--- config.mk ---
export PLATFORM = sky130hd
export DESIGN_NAME = digit_serial_adder
export DESIGN_NICKNAME = d
export VERILOG_FILES = /design/src/rtl/digit_serial_adder_pkg.sv /design/src/rtl/digit_serial_adder_digit_adder.sv /design/src/rtl/digit_serial_adder.sv
export SDC_FILE = /design/constraint.sdc
export NUM_CORES = 1
export LEC_CHECK = 0
export ABC_AREA = 1
export BUFFER_PORTS_ARGS = -buffer_cell sky130_fd_sc_hd__buf_4
export CORE_MARGIN = 4
export CORE_UTILIZATION = 30
export CTS_CLUSTER_DIAMETER = 40
export DETAILED_ROUTE_END_ITERATION = 16
export PLACE_DENSITY = 0.46
export RECOVER_POWER = 50
export SLEW_MARGIN = 20
export SYNTH_ARGS = -nofsm -noshare
export SYNTH_HDL_FRONTEND = slang
export SYNTH_HIERARCHICAL = 1
export SYNTH_SLANG_ARGS = --single-unit
export TNS_END_PERCENT = 10
--- constraint.sdc ---
create_clock -name clk -period 4.65 [get_ports clk]
set_input_delay 0.2325 -clock clk [delete_from_list [all_inputs] [get_ports clk]]
set_output_delay 0.2325 -clock clk [all_outputs]
set_load 0.05 [all_outputs]
--- src/rtl/digit_serial_adder_pkg.sv ---
// Shared types and helpers for the digit-serial adder/subtractor.
// Saturation constants are consumed only when DIGIT_SERIAL_ADDER_SAT_EN is defined.
package digit_serial_adder_pkg;

  typedef enum logic [1:0] {
    ST_IDLE = 2'd0,
    ST_RUN  = 2'd1,
    ST_DONE = 2'd2
  } state_t;

  // Widest operand the saturation helpers can describe.
  localparam int SAT_MAX_W = 1024;

  function automatic int ndig_f(input int width, input int digit);
    return width / digit;
  endfunction

  function automatic int cnt_w_f(input int ndig);
    return (ndig > 1) ? $clog2(ndig) : 1;
  endfunction

  // Largest positive two's-complement value of the given width: 0x7F..F.
  function automatic logic [SAT_MAX_W-1:0] sat_pos_f(input int width);
    logic [SAT_MAX_W-1:0] v;
    v = '0;
    for (int i = 0; i < SAT_MAX_W; i++) begin
      if (i < width - 1) v[i] = 1'b1;
    end
    return v;
  endfunction

  // Most negative two's-complement value of the given width: 0x80..0.
  function automatic logic [SAT_MAX_W-1:0] sat_neg_f(input int width);
    logic [SAT_MAX_W-1:0] v;
    v = '0;
    for (int i = 0; i < SAT_MAX_W; i++) begin
      if (i == width - 1) v[i] = 1'b1;
    end
    return v;
  endfunction

endpackage

--- src/rtl/digit_serial_adder_digit_adder.sv ---
// Combinational DIGIT-bit ripple adder built from a chain of full adders.
// Exposes the carry into the MSB so the caller can derive signed overflow.
module digit_adder
  import digit_serial_adder_pkg::*;
#(
  parameter int DIGIT = 4
) (
  input  logic [DIGIT-1:0] a,
  input  logic [DIGIT-1:0] b,
  input  logic             cin,
  output logic [DIGIT-1:0] s,
  output logic             cout,
  output logic             c_msb
);

  logic [DIGIT:0] c;

  assign c[0] = cin;

  for (genvar i = 0; i < DIGIT; i++) begin : g_fa
    assign s[i]   = a[i] ^ b[i] ^ c[i];
    assign c[i+1] = (a[i] & b[i]) | (c[i] & (a[i] ^ b[i]));
  end

  assign cout  = c[DIGIT];
  assign c_msb = c[DIGIT-1];

endmodule

--- src/rtl/digit_serial_adder.sv ---
// Multi-cycle add/sub unit: one DIGIT-wide adder reused over WIDTH/DIGIT cycles.
// Define DIGIT_SERIAL_ADDER_SAT_EN to saturate sum on signed overflow.
module digit_serial_adder
  import digit_serial_adder_pkg::*;
#(
  parameter int WIDTH = 32,
  parameter int DIGIT = 4
) (
  input  logic             clk,
  input  logic             rst_n,
  input  logic             start,
  input  logic             sub,
  input  logic [WIDTH-1:0] a,
  input  logic [WIDTH-1:0] b,
  input  logic             cin,
  output logic             busy,
  output logic             done,
  output logic [WIDTH-1:0] sum,
  output logic             cout,
  output logic             ovf
);

  localparam int NDIG = ndig_f(WIDTH, DIGIT);
  localparam int CW   = cnt_w_f(NDIG);
  localparam logic [CW-1:0] LAST = CW'(NDIG - 1);

`ifdef DIGIT_SERIAL_ADDER_SAT_EN
  localparam logic [WIDTH-1:0] SAT_POS = WIDTH'(sat_pos_f(WIDTH));
  localparam logic [WIDTH-1:0] SAT_NEG = WIDTH'(sat_neg_f(WIDTH));

  // Wrapped result with MSB set means the true value overflowed upwards.
  function automatic logic [WIDTH-1:0] sat_f(input logic signed [WIDTH-1:0] r,
                                             input logic ovf_in);
    if (!ovf_in)          return r;
    else if (r[WIDTH-1])  return SAT_POS;
    else                  return SAT_NEG;
  endfunction
`endif

  state_t            state_q, state_d;
  logic [CW-1:0]     cnt_q, cnt_d;
  logic [WIDTH-1:0]  a_sh_q, a_sh_d;
  logic [WIDTH-1:0]  b_sh_q, b_sh_d;
  logic              carry_q, carry_d;
  logic [WIDTH-1:0]  res_sh_q, res_sh_d;
  logic [WIDTH-1:0]  sum_q, sum_d;
  logic              cout_q, cout_d;
  logic              ovf_q, ovf_d;
  logic              busy_q, busy_d;
  logic              done_q, done_d;

  logic [DIGIT-1:0]  dig_sum;
  logic              dig_cout;
  logic              dig_c_msb;

  digit_adder #(.DIGIT(DIGIT)) u_digit_adder (
    .a     (a_sh_q[DIGIT-1:0]),
    .b     (b_sh_q[DIGIT-1:0]),
    .cin   (carry_q),
    .s     (dig_sum),
    .cout  (dig_cout),
    .c_msb (dig_c_msb)
  );

  always_comb begin
    state_d  = state_q;
    cnt_d    = cnt_q;
    a_sh_d   = a_sh_q;
    b_sh_d   = b_sh_q;
    carry_d  = carry_q;
    res_sh_d = res_sh_q;
    sum_d    = sum_q;
    cout_d   = cout_q;
    ovf_d    = ovf_q;
    busy_d   = busy_q;
    done_d   = 1'b0;

    case (state_q)
      ST_IDLE: begin
        // Subtraction is a + ~b + ~cin, so invert B and the carry on capture.
        if (start) begin
          a_sh_d  = a;
          b_sh_d  = b ^ {WIDTH{sub}};
          carry_d = cin ^ sub;
          cnt_d   = '0;
          busy_d  = 1'b1;
          state_d = ST_RUN;
        end
      end
      ST_RUN: begin
        a_sh_d   = a_sh_q >> DIGIT;
        b_sh_d   = b_sh_q >> DIGIT;
        carry_d  = dig_cout;
        res_sh_d = (res_sh_q >> DIGIT) | (WIDTH'(dig_sum) << (WIDTH - DIGIT));
        cnt_d    = cnt_q + 1'b1;
        if (cnt_q == LAST) begin
          ovf_d   = dig_c_msb ^ dig_cout;
          cout_d  = dig_cout;
`ifdef DIGIT_SERIAL_ADDER_SAT_EN
          sum_d   = sat_f(res_sh_d, ovf_d);
`else
          sum_d   = res_sh_d;
`endif
          busy_d  = 1'b0;
          done_d  = 1'b1;
          state_d = ST_DONE;
        end
      end
      ST_DONE: begin
        state_d = ST_IDLE;
      end
      default: begin
        state_d = ST_IDLE;
        busy_d  = 1'b0;
      end
    endcase
  end

  always_ff @(posedge clk) begin
    if (!rst_n) begin
      state_q  <= ST_IDLE;
      cnt_q    <= '0;
      a_sh_q   <= '0;
      b_sh_q   <= '0;
      carry_q  <= 1'b0;
      res_sh_q <= '0;
      sum_q    <= '0;
      cout_q   <= 1'b0;
      ovf_q    <= 1'b0;
      busy_q   <= 1'b0;
      done_q   <= 1'b0;
    end else begin
      state_q  <= state_d;
      cnt_q    <= cnt_d;
      a_sh_q   <= a_sh_d;
      b_sh_q   <= b_sh_d;
      carry_q  <= carry_d;
      res_sh_q <= res_sh_d;
      sum_q    <= sum_d;
      cout_q   <= cout_d;
      ovf_q    <= ovf_d;
      busy_q   <= busy_d;
      done_q   <= done_d;
    end
  end

  assign busy = busy_q;
  assign done = done_q;
  assign sum  = sum_q;
  assign cout = cout_q;
  assign ovf  = ovf_q;

endmodule

Yosys cells after proc, flatten, opt, wreduce, memory -nomap -nowiden
Index checks and enable logic that the tools add are counted.

Bits in registers: 138. Output and inout bits: 36. Word-level logic and storage cells: 64.

Add/sub/neg operators: 1. Eq/ne operators: 5. Multiplexer cells: 15. Bitwise gates (word level): 25. Reduce and logical (&&, ||, !) cells: 7.

Operators with widths (number): 32-bit one-hot mux with 2 select lines (2); 32-bit 2-to-1 mux (2); 28-bit by 32-bit bitwise OR with 32-bit output (1); 32-bit bitwise XOR (1); 1-bit bitwise XOR (10); 1-bit bitwise AND (8); 2-bit AND reduction (4); 3-bit one-hot mux with 2 select lines (1); 1-bit 2-to-1 mux (4); 2-bit 2-to-1 mux (2); 2-bit inequality test (second input constant) (2); 1-bit bitwise OR (4); 2-bit one-hot mux with 2 select lines (1); 3-bit by 1-bit adder with 3-bit output (second input constant) (1); 3-bit equality test (second input constant) (1); 3-bit 2-to-1 mux (1); 1-bit one-hot mux with 3 select lines (1); 3-bit AND reduction (1); 2-bit by 1-bit equality test with 1-bit output (second input constant) (1); 2-bit equality test (second input constant) (1); 2-bit zero test (1); 1-bit one-hot mux with 2 select lines (1); 2-bit nonzero test (1); 1-bit inverter (1).

Logic depth before layout (Yosys ltp)
Gate-level depths: netlist (run 1).

Depth in word-level cells: 10. Mapped depth: 10.

By module
Netlist (run 1), hierarchy kept.

Modules (own cells, without submodules): digit_serial_adder (times used 1, cells each 908, area an instance 5931.9 µm²); digit_adder (times used 1, cells each 12, area an instance 110.1 µm²).

Worst setup path after synthesis (run 1)
OpenSTA, ideal clock, no wires.

Path type: reg-to-reg. Start: reg a_sh_q[0]. End: reg res_sh_q[31]. Setup time: 0.116 ns. Data arrival time: 1.980 ns. Data required time: 4.534 ns. Slack: 2.554 ns. Cell stages (with the launch flop): 9. Path buffers: 0. Cell sequence: dfxtp_1 > fa_1 > inv_1 > fa_1 > fa_1 > inv_1 > fa_1 > o21ai_0 > nor2_1.

Longest elaborated chain between the ends: 9. Elaborated cells on any way between the ends: 10. Those cells by class: bitwise (10).

Ends and longest elaborated chain: start: declaration (line digit_serial_adder.sv:42) `logic [WIDTH-1:0] a_sh_q, a_sh_d;`; start signal: assignment (line digit_serial_adder.sv:135) `a_sh_q <= a_sh_d;`; 1-bit bitwise XOR (line digit_serial_adder_digit_adder.sv:22) `assign c[i+1] = (a[i] & b[i]) | (c[i] & (a[i] ^ b[i]));`; 1-bit bitwise AND (line digit_serial_adder_digit_adder.sv:22); 1-bit bitwise OR (*) (line digit_serial_adder_digit_adder.sv:22); 1-bit bitwise AND (*) (line digit_serial_adder_digit_adder.sv:22); 1-bit bitwise OR (*) (line digit_serial_adder_digit_adder.sv:22); 1-bit bitwise AND (*) (line digit_serial_adder_digit_adder.sv:22); 1-bit bitwise OR (*) (line digit_serial_adder_digit_adder.sv:22); net dig_c_msb (line digit_serial_adder.sv:54) `logic dig_c_msb;`; 1-bit bitwise XOR (*) (line digit_serial_adder_digit_adder.sv:21) `assign s[i] = a[i] ^ b[i] ^ c[i];`; net dig_sum[3] (line digit_serial_adder.sv:52) `logic [DIGIT-1:0] dig_sum;`; 28-bit by 32-bit bitwise OR with 32-bit output (*) (line digit_serial_adder.sv:94) `res_sh_d = (res_sh_q >> DIGIT) | (WIDTH'(dig_sum) << (WIDTH - DIGIT));`; end signal: assignment (line digit_serial_adder.sv:138) `res_sh_q <= res_sh_d;`; end: declaration (line digit_serial_adder.sv:45) `logic [WIDTH-1:0] res_sh_q, res_sh_d;`.

Mark *: on every way through the listed nets, which the timed path passes. The rest lies on a longest branch. A chain may end at the register's enable or synchronous reset.

Worst setup path in the final report (run 1)
Start: reg state_q[0]. End: reg a_sh_q[10].

Longest elaborated chain between the ends: 3. Elaborated cells on any way between the ends: 6. Those cells by class: eq/ne (2); mux (1); reduce/logical (3).

Ends and longest elaborated chain: start: declaration (line digit_serial_adder.sv:40) `state_t state_q, state_d;`; start signal: assignment (line digit_serial_adder.sv:133) `state_q <= state_d;`; 2-bit by 1-bit equality test with 1-bit output / 2-bit zero test (equally long branches) (line digit_serial_adder.sv:78) `case (state_q)`; 2-bit nonzero test (no line) / 2-bit inequality test (equally long branches); 2-bit AND reduction (no line).

Several ways; a longest one is shown, not always the timed one.

==> results of run 1 <==
## worst max-delay path, delay by kind of cell, from the launching register on
family,cells,cell delay [ns]
flip-flops,1,0.40
AND/OR/NAND/NOR,5,1.75
buffers and inverters,2,0.78
## power by group through the flow
stage / Combinational, W / Clock [W] / Sequential, W
6_report: 0.000314 / 0.00137 / 0.00124
5_1_grt: 0.000367 / 0.00146 / 0.00125
4_1_cts: 0.000323 / 0.00141 / 0.00124
3_5_place_dp: 0.000322 / 0 / 0.00127
3_3_place_gp: 0.000322 / 0 / 0.00127
2_1_floorplan: 0.000223 / 0 / 0.00126
## final timing paths
kind,cells after the start,end,start,slack (ns)
max,7,a_sh_q[10],state_q[0],1.62
min,3,a_sh_q[30],a[30],0.08
max reg2reg,7,a_sh_q[10],state_q[0],1.62
min reg2reg,1,cnt_q[0],cnt_q[0],0.47
## synthesized netlist by cell type
master,n,area share (%)
a211oi_1,2,0.25
a21oi_1,25,2.1
buf_1,3,0.19
buf_2,34,2.8
buf_4,2,0.25
clkbuf_1,20,1.2
dfxtp_1,134,44
fa_1,4,1.3
ha_1,2,0.41
inv_1,94,5.8
inv_2,4,0.25
nand2_1,233,14
nand2_2,2,0.21
nand3_1,102,8.4
nor2_1,192,12
nor2_2,2,0.21
o21ai_0,58,4.8
o21ai_1,2,0.17
xor2_1,5,0.72
## through the flow
step           util, %  setup WS (ns)  hold slack [ns]  cell area [sq um]  cells
3_3_place_gp     35.22          2.246           0.4489               6923   1234
6_report         37.53          1.618          0.07564               7376   1265
2_1_floorplan        -          2.554           0.3763               6042    920
3_5_place_dp     35.22          2.254           0.4573               6923   1234
5_1_grt          37.53          1.220          0.06018               7376   1265
4_1_cts          38.32          2.235          0.05485               7531   1265
## logic make-up (layout without fill, tap and decap cells)
logic type,after synthesis,after routing,synth area share (%)
AO/OA/AOI/OAI,87,87,7.289
XOR/XNOR,5,5,0.7248
adder cells (fa/ha/maj),6,6,1.739
buffers and inverters,157,237,10.58
flip-flops,134,134,44.40
AND/OR/NAND/NOR,531,531,35.27
## per-layer routing
metal	GRT usage [%]	up-vias
met5	0	-
met4	5.215	0
met3	3.331	15
met2	21.36	94
met1	19.45	2382
li1	-	2965
## cell usage in the layout, fill, tap and decap left out, types with 17 or more instances in the layout
cell,count
a21oi_1,25
buf_4,70
clkbuf_1,39
clkbuf_16,17
dfxtp_1,134
inv_1,95
nand2_1,234
nand3_1,102
nor2_1,192
o21ai_0,58
## area by class of cell
type / count / area (sq um)
sequential: 134 / 2683
multi-input combinational: 629 / 2718
clock buffer: 20 / 456.7
tap: 265 / 331.6
fill: 2295 / 12280
clock inverter: 11 / 151.4
timing repair buffer: 108 / 668.1
inverter: 98 / 367.9
## state kept, by name, indices dropped and copies added (netlist names)
name / count
sum: 32
a_sh_q: 32
done: 1
ovf: 1
carry_q: 1
cout: 1
res_sh_q: 28
busy: 1
cnt_q: 3
b_sh_q: 32
state_q: 2
==> results.md, run 1 <==
- Uppermost routed layer: met4
- Slew @ Worst Pin: 1.876 ns
- Slowest-stage cell, CP: nor2_1
- Violation count after the first detailed-route iteration: 307
- Period Utilization, post-route: 65.20%
- Vias in the first global route: around 5200
- Final min period: 3.032 ns
- Worst-skew pair later-pin latency: 0.42 ns
- Vias: about 5500
- PwrDens: 397.4 nW/um^2
- Cts hold-fix bufs: 0
- FMAX: between 300 and 400 MHz
- Final slew viol count: 76
- CTS Sinks: ~130
- Setup TNS: 0 ns
- Initial Util: 30.74%
- CP endpoint kind: flip-flop
- Resized Gates After CTS: 0
- Port bufs: between 100 and 150
- Num rows: 51
- Switching Share: 25.01%
- DIE WIDTH: about 150 um
- Largest net degree at the start of global routing: 83
- Total Die Area: around 22000 sq um
- Nets: roughly 1100
- Pre-antenna DRT Iters: 4
- Failing checks: capacitance limit, slew limit
- Area growth syn-to-layout: 22.07%
- Layout cells sized above 1: about a tenth
- Met2 wire length: ~6700 um
- Maximum vdd drop: 0.2238 mV
- Die Y-Extent: about 150 um
- Crit path DAT: 3.37 ns
- Pleak: approximately 3.6 nW
- CP cell instances: clkinv_1, nor2_1, buf_4, nand2_1, nand2_1, nor2_1, nor2_1
- CP dominant cell by count: nor2_1
- Ant diodes: 0
- Via density: ~4.3
- Drt drc: 0
- Met3 routed WL: just under 700 um
- Cell area after synthesis: 6042 sq um
- Synth Area per Inst: between 6 and 7 sq um
- Post-synthesis sequential area ratio: between 40% and 50%
- Antenna Nets Post-Route: 0
- WS Path Type: reg2reg
- CP max FO: 51
- Max-cap violations: 2
- CTS max path bufs: 2
- Seq pwr share: 42.4%
- Crit start category: flip-flop
- Root Buffer: clkbuf_16
- Clock input transition at the sequential cells of the worst setup and hold paths: about 0.060 ns
- RSZ-0062 raised after global routing: false
- CTS tree: yes
- P_sw: 0.0007330 W
- P_int: 0.002198 W
- Gr usage total: about 14%
- # Post-CTS Setup Buffers: 0
- Detailed-placement wirelength estimate: ~9700 um
- Antenna violations before repair: 0
- Seq cells post-synth: about 130
- Cell variety after synth: 19
- Total power: 0.002931 W
- Post-synth net total: 995
- Crit path largest cell delay: approximately 1.4 ns
- Clock share of power: 46.9%
- Setup violators final: 0
- Status: complete, but fails checks
- Global-route wire length before repair: around 26000 um
- Final wirelength: between 15000 and 20000 um
- Core ar.: about 20000 sq um
- CTS Buf Count: 17
- Wl on met1: around 8000 um
- Slew margin rel.: -25.52%
- Hold crit path type: in2reg
- # IOs: 105
- Global placer's final weighted congestion: 0.6921
- Fin. Hold Viols: 0
- Grt total ovfl: 0
- Synth Instances: slightly above 900
- WL per Instance: about 12 um
- Ys Warns: 6
- CP required: roughly 5.0 ns
- Comb power frac: about a tenth
- H-Tree Depth: 4
- Clock Skew: 0.008376 ns
Power figures use the tool's default switching activity.
==> run 2, diff against run 1 <==
--- a/config.mk
+++ b/config.mk
@@ -5,13 +5,13 @@
 export SDC_FILE = /design/constraint.sdc
 export NUM_CORES = 1
 export LEC_CHECK = 0
-export ABC_AREA = 1
+export ABC_AREA = 0
 export BUFFER_PORTS_ARGS = -buffer_cell sky130_fd_sc_hd__buf_4
 export CORE_MARGIN = 4
 export CORE_UTILIZATION = 30
 export CTS_CLUSTER_DIAMETER = 40
 export DETAILED_ROUTE_END_ITERATION = 16
-export PLACE_DENSITY = 0.46
+export PLACE_DENSITY = 0.48
 export RECOVER_POWER = 50
 export SLEW_MARGIN = 20
 export SYNTH_ARGS = -nofsm -noshare
==> constraint.sdc (replaced) <==
create_clock -name clk -period 2.5 [get_ports clk]
set_input_delay 0.125 -clock clk [delete_from_list [all_inputs] [get_ports clk]]
set_output_delay 0.125 -clock clk [all_outputs]
set_load 0.05 [all_outputs]
==> run 2 against run 1 <==
The flow now finishes without violations. Clock skew shrank 0.00090 ns. Register-to-register slack worse by 1.3 ns. Synthesized cell count down 30%. First-iteration DRC count decreased by 31%. Via count is 15% lower. Final area decreased by 4.2%. Area after synthesis shrank 5.6%. Non-clock buffer count grew 10. Maximum frequency increased by 37%. Sequential cell count stayed put. Hold slack got worse by 0.044 ns. Critical path type unchanged. Highest routed layer unchanged.
==> results.md, run 2 <==
- Status: finished, final reports clean
- Largest area contributor in the netlist: dfxtp_1
- Antenna violations before repair: 0 (unchanged)
- CP max FO: 17 (-67%)
- Layout cells sized above 1: 15.37% (+4.9 points)
- Post-synth net total: 718 (-28%)
- Synth top cells by count: dfxtp_1 (134), nand2_1 (131), a21boi_0 (61)
- Commonest non-fill, non-tap cell in the layout: dfxtp_1
- Ys Warns: 6 (unchanged)
- Num rows: 50 (-2.0%)
- Asr flop ratio synth: 0% (unchanged)
- # IOs: 105 (unchanged)
- EDFF count, synth: 0 (unchanged)
- CTS Buf Count: 17 (unchanged)
- Cell area after synthesis: 5705 sq um (-5.6%)
- Core ar.: 18710 sq um (-4.8%)
- Setup TNS: 0 ns (unchanged)
- Global placer's final weighted congestion: 0.7407 (+7.0%)
- Final min period: 2.220 ns (-0.8118 ns)
- # Post-CTS Setup Buffers: 0 (unchanged)
- Placed cells: 933 (-24%)
- Non-Filler Instances: 969 (-23%)
- CTS max path bufs: 2 (unchanged)
- Final wirelength: 14110 um (-8.4%)
- Nets: 797 (-25%)
- Setup violators final: 0 (unchanged)
- Area post-placement: 6558 sq um (-5.3%)
- WL per Instance: 14.57 um (+20%)
- Fin. Hold Viols: 0 (unchanged)
- Seq cells post-synth: 134 (unchanged)
- Antenna Nets Post-Route: 0 (unchanged)
- Most frequent cells in the layout: dfxtp_1 (134), nand2_1 (131), buf_4 (75)
- WS Path Type: reg2reg
- Area growth syn-to-layout: 23.82%
- Pre-antenna DRT Iters: 4 (unchanged)
- Synth Area per Inst: 8.873 sq um (+35%)
- CTS tree: yes
- H-Tree Depth: 4 (unchanged)
- Via density: 4.767 (+11%)
- Crit start category: flip-flop
- Port bufs: 104 (unchanged)
- Detailed-placement wirelength estimate: 9373 um (-3.2%)
- Most frequent cell after synthesis: dfxtp_1
- Post-synthesis sequential area ratio: 47.02% (+2.6 points)
- Global-route wire length before repair: 23270 um (-8.8%)
- Fin area: 7064 sq um (-4.2%)
- Root Buffer: clkbuf_16
- CP required: 2.85 ns (-2.14 ns)
- Vias in the first global route: 4688 (-11%)
- Initial Util: 30.50% (-0.24 points)
- Max-cap violations: 0 (-2)
- Final slew viol count: 0 (-100%)
- DIE WIDTH: 145.9 um (-2.7%)
- Vias: 4619 (-15%)
- Synth top area cells: dfxtp_1 (47%), nand2_1 (8.6%), a21boi_0 (8.0%), xnor2_1 (4.0%), o2bb2ai_1 (3.8%)
- Drt drc: 0 (unchanged)
- Crit path DAT: 2.57 ns (-0.80 ns)
- Gr usage total: 13.28% (-0.80 points)
- Die Y-Extent: 145.9 um (-2.7%)
- Total Die Area: 21290 sq um (-5.3%)
- Period Utilization, post-route: 88.79% (+24 points)
- CTS Sinks: 134 (unchanged)
- Slew @ Worst Pin: 1.293 ns (-0.5825 ns)
- Ant diodes: 0 (unchanged)
- Cell variety after synth: 37 (+18)
- Grt total ovfl: 0 (unchanged)
- Clock Skew: 0.007474 ns (-0.0009025 ns)
- RSZ-0062 raised after global routing: false
- Hold crit path type: in2reg
- Synth Instances: 643 (-30%)
- Largest net degree at the start of global routing: 51 (-39%)
- PwrDens: 771.1 nW/um^2 (+94%)
- CP endpoint kind: flip-flop
- Clock input transition at the sequential cells of the worst setup and hold paths: 0.05 ns (about the same)
- Violation count after the first detailed-route iteration: 211 (-31%)
- Pleak: 2.579 nW (-28%)
- FMAX: 450.5 MHz (+37%)
- Yosys top cell area share: 47.02% (+2.6 points)
- Slew margin rel.: 13.60% (+39 points)
- Worst-skew pair later-pin latency: 0.41 ns (about the same)
- Main flop type after synthesis: dfxtp_1
- Maximum vdd drop: 0.4688 mV (+110%)
-- run 2: worst paths after layout --
check             depth (start not counted)    endpoint  startpoint  slack [ns]
setup reg to reg                          3     carry_q  state_q[0]        0.28
setup / recovery                          3     carry_q  state_q[0]        0.28
hold reg to reg                           2     sum[19]     sum[19]        0.46
hold / removal                            3  b_sh_q[16]       b[16]        0.03
-- run 2: power by group --
group	switching (W)	total (W)	internal (W)
sequential	0.0000567	0.00230	0.00224
combinational	0.000283	0.000523	0.000240
clock	0.000899	0.00263	0.00173
-- run 2: metal layers --
layer	wire length (um)	GRT usage, %
met1	6665	17.11
met2	6614	21.38
met4	133	3.894
met5	0	0
met3	700	4.235
-- run 2: cells by family (layout without fill, tap and decap cells) --
family	count (synthesis)	after routing	share of synthesized area [%]
and+or+nand+nor	210	210	15.61
AOI/OAI and AO/OA	190	190	24.28
DFF	134	134	47.02
buffers and inverters	68	160	5.855
xor gates and xnor gates	34	34	5.219
adders and majority gates	6	6	1.842
muxes	1	1	0.1754
-- run 2: final cells by class --
| cell class | instances | area, sq um |
|---|---|---|
| sequential | 134 | 2683 |
| tap | 234 | 292.8 |
| clock inverter | 7 | 115.1 |
| clock buffer | 25 | 515.5 |
| multi-input combinational | 441 | 2669 |
| inverter | 10 | 37.54 |
| timing repair buffer | 118 | 752.0 |
| fill | 1995 | 11640 |
-- run 2: critical path, stage by stage, from the launching register on --
cell	delay, ns
dfxtp_1	0.38
o21bai_1	1.03
and2_2	0.53
a221o_1	0.22
-- run 2: repair_timing --
item | 4_1_cts | 5_1_grt
endpoints found under the hold margin | 4 | 0
gates resized for setup | 0 | 0
hold buffers | 4 | 0
-- run 2: through the flow --
stage	power [W]	setup slack, ns	utilization [%]	hold WS [ns]
6_report	0.005447	0.2801	37.77	0.03145
5_1_grt	0.005697	0.1486	37.77	0.01702
4_1_cts	0.005533	0.3152	38.64	0.01467
3_5_place_dp	0.002877	0.3311	35.06	0.4091
3_3_place_gp	0.002869	0.4052	35.06	0.3883
2_1_floorplan	0.002695	0.4828	-	0.2957
==> run 3, diff against run 2 <==
--- a/config.mk
+++ b/config.mk
@@ -5,13 +5,13 @@
 export SDC_FILE = /design/constraint.sdc
 export NUM_CORES = 1
 export LEC_CHECK = 0
-export ABC_AREA = 0
+export ABC_AREA = 1
 export BUFFER_PORTS_ARGS = -buffer_cell sky130_fd_sc_hd__buf_4
 export CORE_MARGIN = 4
-export CORE_UTILIZATION = 30
+export CORE_UTILIZATION = 45
 export CTS_CLUSTER_DIAMETER = 40
 export DETAILED_ROUTE_END_ITERATION = 16
-export PLACE_DENSITY = 0.48
+export PLACE_DENSITY = 0.67
 export RECOVER_POWER = 50
 export SLEW_MARGIN = 20
 export SYNTH_ARGS = -nofsm -noshare
==> run 3 against run 2 <==
Maximum frequency fell by 1.3%. Non-clock buffer count increased by 3. Wire length decreased by 2.8%. Die area fell by 28%. Critical path depth grew 5. Critical path type unchanged.
==> results.md, run 3 (synthesized netlist as in run 1, its figures left out) <==
- Status: finished, final reports clean
- Via density: 4.628 (-2.9%)
- Violation count after the first detailed-route iteration: 370 (+75%)
- Global-route wire length before repair: 22880 um (-1.7%)
- Clock Skew: 0.006555 ns (-0.0009187 ns)
- Fin. Hold Viols: 0 (unchanged)
- Num rows: 42 (-16%)
- Slew margin rel.: 23.37% (+9.8 points)
- CTS Sinks: 134 (unchanged)
- Grt total ovfl: 0 (unchanged)
- Clock input transition at the sequential cells of the worst setup and hold paths: 0.06 ns (about the same)
- Core ar.: 13190 sq um (-29%)
- Period Utilization, post-route: 89.92% (+1.1 points)
- Final min period: 2.248 ns (+0.02826 ns)
- Port bufs: 104 (unchanged)
- Ant diodes: 0 (unchanged)
- WS Path Type: reg2reg
- RSZ-0062 raised after global routing: false
- # IOs: 105 (unchanged)
- H-Tree Depth: 4 (unchanged)
- Maximum vdd drop: 0.5101 mV (+8.8%)
- Layout cells sized above 1: 11.14% (-4.2 points)
- CTS max path bufs: 2 (unchanged)
- Antenna Nets Post-Route: 0 (unchanged)
- Largest net degree at the start of global routing: 66 (+29%)
- WL per Instance: 11.53 um (-21%)
- Max-cap violations: 0 (unchanged)
- Setup violators final: 0 (unchanged)
- PwrDens: 710.2 nW/um^2 (-7.9%)
- Final core occ: 55.65% (+18 points)
- Total Die Area: 15350 sq um (-28%)
- Worst-skew pair later-pin latency: 0.42 ns (about the same)
- Nets: 1076 (+35%)
- Vias in the first global route: 4978 (+6.2%)
- CP endpoint kind: flip-flop
- Met3 routed WL: 694 um (-0.86%)
- Uppermost routed layer: met4
- Initial Util: 45.81% (+15 points)
- Detailed-placement wirelength estimate: 8808 um (-6.0%)
- CTS tree: yes
- Wl on met1: 6591 um (-1.1%)
- Met2 wire length: 6233 um (-5.8%)
- Antenna violations before repair: 0 (unchanged)
- Vias: 5507 (+19%)
- Most frequent cells in the layout: nand2_1 (234), nor2_1 (193), dfxtp_1 (134)
- CP required: 2.81 ns (-0.04 ns)
- Pleak: 3.613 nW (+40%)
- Gr usage total: 18.79% (+5.5 points)
- Total power: 0.005213 W (-4.3%)
- Final slew viol count: 0 (unchanged)
- Crit start category: flip-flop
- Area growth syn-to-layout: 21.50%
- Slew @ Worst Pin: 1.145 ns (-0.1481 ns)
- Commonest non-fill, non-tap cell in the layout: nand2_1
- Root Buffer: clkbuf_16
- DIE WIDTH: 123.9 um (-15%)
- # fillers: 1365 (-32%)
- Global placer's final weighted congestion: 0.7512 (+1.4%)
- # Post-CTS Setup Buffers: 0 (unchanged)
- CTS Buf Count: 17 (unchanged)
- Die Y-Extent: 123.9 um (-15%)
- Crit path DAT: 2.55 ns (-0.02 ns)
- Hold crit path type: in2reg
- CP max FO: 2 (-15)
- FMAX: 444.8 MHz (-1.3%)
- Drt drc: 0 (unchanged)
- Setup TNS: 0 ns (unchanged)
- Final wirelength: 13720 um (-2.8%)
- Pre-antenna DRT Iters: 5 (+1)
[run 3: cell type report]
| type | instances | area (sq um) | share of cell area [%] |
|---|---|---|---|
| multi-input cells | 629 | 2715 | 36.99 |
| inverters | 98 | 367.9 | 5.011 |
| well taps | 176 | 220.2 | 3.000 |
| repair buffers | 121 | 803.3 | 10.94 |
| clock buffers | 19 | 442.9 | 6.034 |
| clock inverters | 13 | 108.9 | 1.483 |
| flip-flops and latches | 134 | 2683 | 36.54 |
[run 3: path summary, 6_finish.rpt]
check | startpoint | to | slack, ns | cells past startpoint
min reg2reg | cnt_q[0] | cnt_q[0] | 0.46 | 1
min | b[28] | b_sh_q[28] | 0.03 | 4
max | b_sh_q[0] | res_sh_q[31] | 0.25 | 8
max reg2reg | b_sh_q[0] | res_sh_q[31] | 0.25 | 8
[run 3: repair_timing]
action	in CTS	in global routing
hold endpoints to repair	7	0
hold buffers	7	0
resized for setup	0	0
[run 3: critical path: stages (launching register included)]
cell	delay [ns]
dfxtp_1	0.36
fa_1	0.19
inv_1	0.05
fa_1	0.38
fa_1	0.38
inv_1	0.11
fa_1	0.44
o21ai_0	0.17
nor2_1	0.05
[run 3: metrics by stage]
step | std cells | instance area (sq um) | setup slack (ns) | hold WS [ns]
6_report | 1190 | 7341 | 0.2519 | 0.02659
3_3_place_gp | 1151 | 6882 | 0.3340 | 0.3797
3_5_place_dp | 1151 | 6882 | 0.2640 | 0.3848
5_1_grt | 1190 | 7341 | 0.03302 | 0.04262
4_1_cts | 1190 | 7503 | 0.2549 | 0.01523
2_1_floorplan | 920 | 6042 | 0.4043 | 0.2688
[run 3: power breakdown]
group	switching, W	internal, W	total (W)
Clock	0.000926	0.00138	0.00231
Sequential	0.0000596	0.00225	0.00231
Combinational	0.000360	0.000236	0.000595
[run 3: routing by layer]
| metal | GRT usage [%] | up-vias |
|---|---|---|
| met5 | 0 | - |
| met4 | 6.782 | 0 |
| met3 | 4.950 | 18 |
| met2 | 30.11 | 102 |
| met1 | 24.44 | 2395 |
| li1 | - | 2992 |
